$ cat src/rtl/face_stream_io.sv
// Streams one captured face (header word plus N_WORDS colour words) to a host
// over a request/acknowledge word handshake, with optional host-stall timeout.
module face_stream_io #(
   parameter int DATA_W      = 30,
   parameter int N_WORDS     = 9,
   parameter int HDR_W       = 6,
   parameter int TIMEOUT_CYC = 0
) (
   input  logic                      Clk,
   input  logic                      Reset,
   input  logic [1:0]                to_hw_sig,
   input  logic                      ready,
   input  logic [HDR_W-1:0]          face_num,
   input  logic [N_WORDS*DATA_W-1:0] colors_flat,
   output logic [DATA_W-1:0]         to_sw_port,
   output logic [1:0]                to_sw_sig,
   output logic                      face_done,
   output logic                      busy,
   output logic                      err
);

   localparam int IDX_W = $clog2(N_WORDS + 1);
   localparam int TMO_W = (TIMEOUT_CYC > 0) ? $clog2(TIMEOUT_CYC + 1) : 1;

   localparam logic [1:0] CMD_REQ   = 2'd1;
   localparam logic [1:0] CMD_ACK   = 2'd2;
   localparam logic [1:0] CMD_START = 2'd3;
   localparam logic [1:0] CMD_IDLE  = 2'd0;

   localparam logic [1:0] SIG_IDLE  = 2'd0;
   localparam logic [1:0] SIG_VALID = 2'd1;
   localparam logic [1:0] SIG_CAPT  = 2'd2;
   localparam logic [1:0] SIG_ERR   = 2'd3;

   typedef enum logic [2:0] {
      S_IDLE,
      S_CAPTURE,
      S_ARMED,
      S_SEND,
      S_ACKED,
      S_DONE,
      S_ERROR
   } state_e;

   state_e                      state_q, state_d;
   logic [IDX_W-1:0]            idx_q, idx_d;
   logic [TMO_W-1:0]            tmo_q, tmo_d;
   logic [HDR_W-1:0]            hdr_q;
   logic [N_WORDS*DATA_W-1:0]   snap_q;
   logic                        snap_load;
   logic                        in_handshake;
   logic                        tmo_hit;

   assign in_handshake = (state_q == S_ARMED) || (state_q == S_SEND) || (state_q == S_ACKED);
   // The counter reaching TIMEOUT_CYC on this edge is what forces ERROR.
   assign tmo_hit      = (TIMEOUT_CYC > 0) && in_handshake &&
                         (tmo_q == TMO_W'(TIMEOUT_CYC - 1));

   // NOTE: every output of this block gets a default first, so no path can
   // leave a variable unassigned and infer a latch.
   always_comb begin
      state_d   = state_q;
      idx_d     = idx_q;
      tmo_d     = tmo_q;
      snap_load = 1'b0;

      case (state_q)
         S_IDLE: begin
            if (to_hw_sig == CMD_START) state_d = S_CAPTURE;
         end
         S_CAPTURE: begin
            if (ready) begin
               state_d   = S_ARMED;
               snap_load = 1'b1;
               idx_d     = '0;
            end
         end
         S_ARMED: begin
            if (to_hw_sig == CMD_START)    state_d = S_CAPTURE;
            else if (to_hw_sig == CMD_REQ) state_d = S_SEND;
         end
         S_SEND: begin
            if (to_hw_sig == CMD_START)    state_d = S_CAPTURE;
            else if (to_hw_sig == CMD_ACK) state_d = S_ACKED;
         end
         S_ACKED: begin
            if (to_hw_sig == CMD_START) begin
               state_d = S_CAPTURE;
            end else if (idx_q == IDX_W'(N_WORDS)) begin
               state_d = S_DONE;
            end else if (to_hw_sig == CMD_REQ) begin
               state_d = S_SEND;
               idx_d   = idx_q + 1'b1;
            end
         end
         S_DONE: begin
            state_d = S_IDLE;
         end
         S_ERROR: begin
            if (to_hw_sig == CMD_IDLE) state_d = S_IDLE;
         end
         default: begin
            state_d = S_IDLE;
         end
      endcase

      if (tmo_hit) begin
         state_d = S_ERROR;
         idx_d   = idx_q;
      end

      if (state_d != state_q) tmo_d = '0;
      else if ((TIMEOUT_CYC > 0) && in_handshake) tmo_d = tmo_q + 1'b1;
   end

   // NOTE: sequential state uses non-blocking assignments so every register
   // samples the pre-edge values regardless of statement order.
   always_ff @(posedge Clk or negedge Reset) begin
      if (!Reset) begin
         state_q <= S_IDLE;
         idx_q   <= '0;
         tmo_q   <= '0;
         // NOTE: the snapshot buffer is cleared on reset as well, so no word
         // from an abandoned transfer can ever reappear on the port.
         hdr_q   <= '0;
         snap_q  <= '0;
      end else begin
         state_q <= state_d;
         idx_q   <= idx_d;
         tmo_q   <= tmo_d;
         if (snap_load) begin
            hdr_q  <= face_num;
            snap_q <= colors_flat;
         end
      end
   end

   // Moore outputs: decoded from registered state and index only.
   always_comb begin
      to_sw_port = '0;
      to_sw_sig  = SIG_IDLE;
      face_done  = 1'b0;
      busy       = 1'b0;
      err        = 1'b0;

      case (state_q)
         S_CAPTURE: begin
            to_sw_sig = SIG_CAPT;
            busy      = 1'b1;
         end
         S_ARMED: begin
            busy = 1'b1;
         end
         S_SEND: begin
            to_sw_sig = SIG_VALID;
            busy      = 1'b1;
            if (idx_q == '0) to_sw_port = DATA_W'(hdr_q);
            else to_sw_port = DATA_W'(snap_q >> ((int'(idx_q) - 1) * DATA_W));
         end
         S_ACKED: begin
            busy = 1'b1;
         end
         S_DONE: begin
            face_done = 1'b1;
            busy      = 1'b1;
         end
         S_ERROR: begin
            to_sw_sig = SIG_ERR;
            err       = 1'b1;
         end
         default: begin
            to_sw_sig = SIG_IDLE;
         end
      endcase
   end

endmodule

$ cat config.mk
export PLATFORM = sky130hd
export DESIGN_NAME = face_stream_io
export DESIGN_NICKNAME = d
export VERILOG_FILES = /design/src/rtl/face_stream_io.sv
export SDC_FILE = /design/constraint.sdc
export NUM_CORES = 1
export LEC_CHECK = 0
export ABC_AREA = 0
export CAP_MARGIN = 5
export CORE_MARGIN = 2
export CORE_UTILIZATION = 50
export CTS_BUF_LIST = sky130_fd_sc_hd__clkbuf_16
export DETAILED_ROUTE_END_ITERATION = 8
export HOLD_SLACK_MARGIN = 0.12
export PLACE_DENSITY_LB_ADDON = 0.2
export SLEW_MARGIN = 0
export SYNTH_ARGS = -nofsm -noshare
export SYNTH_HDL_FRONTEND = slang
export SYNTH_SLANG_ARGS = --single-unit
$ cat constraint.sdc
create_clock -name Clk -period 12.3 [get_ports Clk]
set_clock_uncertainty 0.1 [all_clocks]
set_input_delay 2.46 -clock Clk [delete_from_list [all_inputs] [get_ports Clk]]
set_output_delay 2.46 -clock Clk [all_outputs]
set_load 0.02 [all_outputs]
==> metrics.yaml <==
top_layer: "met5"
clock-sinks: 283
drt-met1-wl_um: 37000
drive_gt1_share_pct: 30.5
avgViaCountPerCell: 6.79
synth_xor_area_share_pct: 0.574
yosysMostFrequentCell: "nor2_1"
synth-simple-area-share_pct: 10.4
wire_per_inst_um: 29.6
ys_ff_latch: 283
yosysSeqAreaShare_pct: 28.0
path_clk_slew_ps: 60
fmax_mhz: 95.2
overflow: 0
worst_pin_slew_ps: 1050
start_kind: "flip-flop"
io_buffer_count: 315
rows: 82
syn-cell-area_um2: 25300
synth_top_area_cell: "mux4_2"
drv_cap: 0
wl_met3_um: 6810
finalHoldViolCount: 0
layout.nets: 2752
grt_pass1_wl_um: 140000
hp-class: "flip-flop to flip-flop"
async_reset_ff_share_pct: 100
top_level_ports: 316
area_growth_pct: 17.9
cp_max_fo: 26
grt_pass1_vias: 21400
ctsHoldBuffers: 0
r2r_cells: 6
avgSynthCellArea_um2: 11.1
start_util_pct: 50.5
finalWeightedCongestion: 1.00
synthAdderAreaFrac_pct: 1.30
ys_warn_count: 0
die_x_um: 229
drcViolationCount: 0
synth_top_family_by_area: "multiplexers"
synth_mux_area_share_pct: 46.7
cts_resized: 0
fp.coreArea_um2: 50100
vias: 21400
syn-instance-count: 2271
drt_wl_total_um: 92900
crit_required_ps: 9740
clock_latency_ps: 600
antenna_found_initial: 2
cts_tree: "done"
slew_violations: 0
finalCritPeriodShare_pct: 85.4
h-tree-depth: 1
clock-root-buffer: "clkbuf_16"
synth_top_area_share_pct: 28.9
die_y_um: 229
min_path_cells: 1
first_iter_violations: 2503
rsz0062_at_grt: "false"
numCtsBuffers: 29
ys.flop_type: "dfrtp_1"
synth_compound_area_share_pct: 9.02
synth_area_leaders: "mux4_2, dfrtp_1, mux2_2, nor2_1, mux2i_1"
grt_start_max_net_pins: 108
die-area_um2: 52400
dp_hpwl_um: 70700
synth.distinct_cells: 72
crit_path_end_kind: "output port"
min_period_ps: 10510
final_antenna_net_count: 0
clk_path_buf_depth: 3
synth_common_cells: "nor2_1, mux4_2, mux2_2, dfrtp_1, nand2_1"
setup_viol: 0
synth_nets: 2575
tns_ps: 0
crit_arrival_ps: 7950
gr-usage-all-layers_pct: 35.1
crit_type: "flip-flop to output port"
relSlewSlack_pct: 30.3
drt-pass1-iter-count: 5
cts_setup_buffers: 0
synth_edf_count: 0
routed-wl-met2_um: 45400
status: "complete, no violations"
==> state kept, by name, summed over array words and instances, names as in the netlist <==
name,flops
hdr_q,6
idx_q,4
snap_q,270
state_q,3
==> stage by stage <==
step                hold WS, ps  cell area [µm²]  setup slack [ps]  utilization [%]  std cells
finish                      407            29800              1790             59.6       3143
global route                433            29800              1430             59.6       3142
CTS                         410            29800              1950             59.6       3142
detailed placement          396            28900              2610             57.7       3089
global placement            404            28900              2720             57.7       3089
floorplan                   372            25300              2520                -       2271
==> critical path, stage by stage (launching register included) <==
cell	delay [ps]
dfrtp_1	430
inv_1	250
ha_1	240
a21boi_0	520
xnor2_1	280
inv_1	200
ha_1	380
fa_1	490
xnor2_1	200
xnor2_1	100
ha_1	390
or3b_2	450
a31oi_1	280
or3_1	720
buf_4	440
a211oi_1	80
a2111oi_0	470
a311o_1	190
a211oi_1	70
a211oi_1	470
clkdlybuf4s50_1	700
==> cell type report <==
| cell class | instances | area [µm²] |
|---|---|---|
| fillers | 4195 | 20200 |
| multi-input cells | 1749 | 17300 |
| repair buffers | 367 | 3610 |
| clock inverters | 24 | 234 |
| diodes | 1 | 2.50 |
| clock buffers | 29 | 726 |
| flip-flops and latches | 283 | 7090 |
| well taps | 672 | 841 |
| inverters | 18 | 72.6 |
==> path summary, 6_finish.rpt <==
| path | from | slack, ps | end |
|---|---|---|---|
| min reg2reg | snap_q[0]$_DFFE_PN0P_ | 410 | snap_q[0]$_DFFE_PN0P_ |
| min | snap_q[0]$_DFFE_PN0P_ | 410 | snap_q[0]$_DFFE_PN0P_ |
| max in group asynchronous | Reset | 8140 | snap_q[41]$_DFFE_PN0P_ |
| max | idx_q[1]$_DFFE_PN0P_ | 1790 | to_sw_port[9] |
| max reg2reg | state_q[0]$_DFFE_PN0P_ | 8400 | snap_q[130]$_DFFE_PN0P_ |
| min in group asynchronous | Reset | 1780 | snap_q[174]$_DFFE_PN0P_ |
==> cell families (layout without fill, tap and decap cells) <==
family          count (synthesis)  after routing
xor+xnor                       14             14
flops                         283            283
fa+ha+maj                      24             24
other cells                     0              1
compound gates                344            344
mux                           735            735
buf+inv                       239            438
simple gates                  632            632
==> per-layer routing <==
layer	GRT usage, %	vias to the layer above
li1	-	9144
met1	47.1	10900
met2	58.2	1095
met3	5.79	194
met4	12.3	2
met5	0	-
==> cell usage in the layout (no fill, tap or decap), types with 21 or more instances in the layout <==
cell / instances
mux2i_1: 101
a31oi_1: 21
dfrtp_1: 282
mux2_2: 309
nor3_1: 55
o21ai_0: 77
mux4_2: 325
a211oi_1: 44
a21oi_1: 75
nand3_1: 25
clkbuf_16: 29
clkdlybuf4s50_1: 314
nand2_1: 156
nor2_1: 337
o211ai_1: 29
buf_4: 47
Power is left out: the tool's default activity adds up to more than one toggle a clock period on the data nets, which glitch-free logic cannot reach.
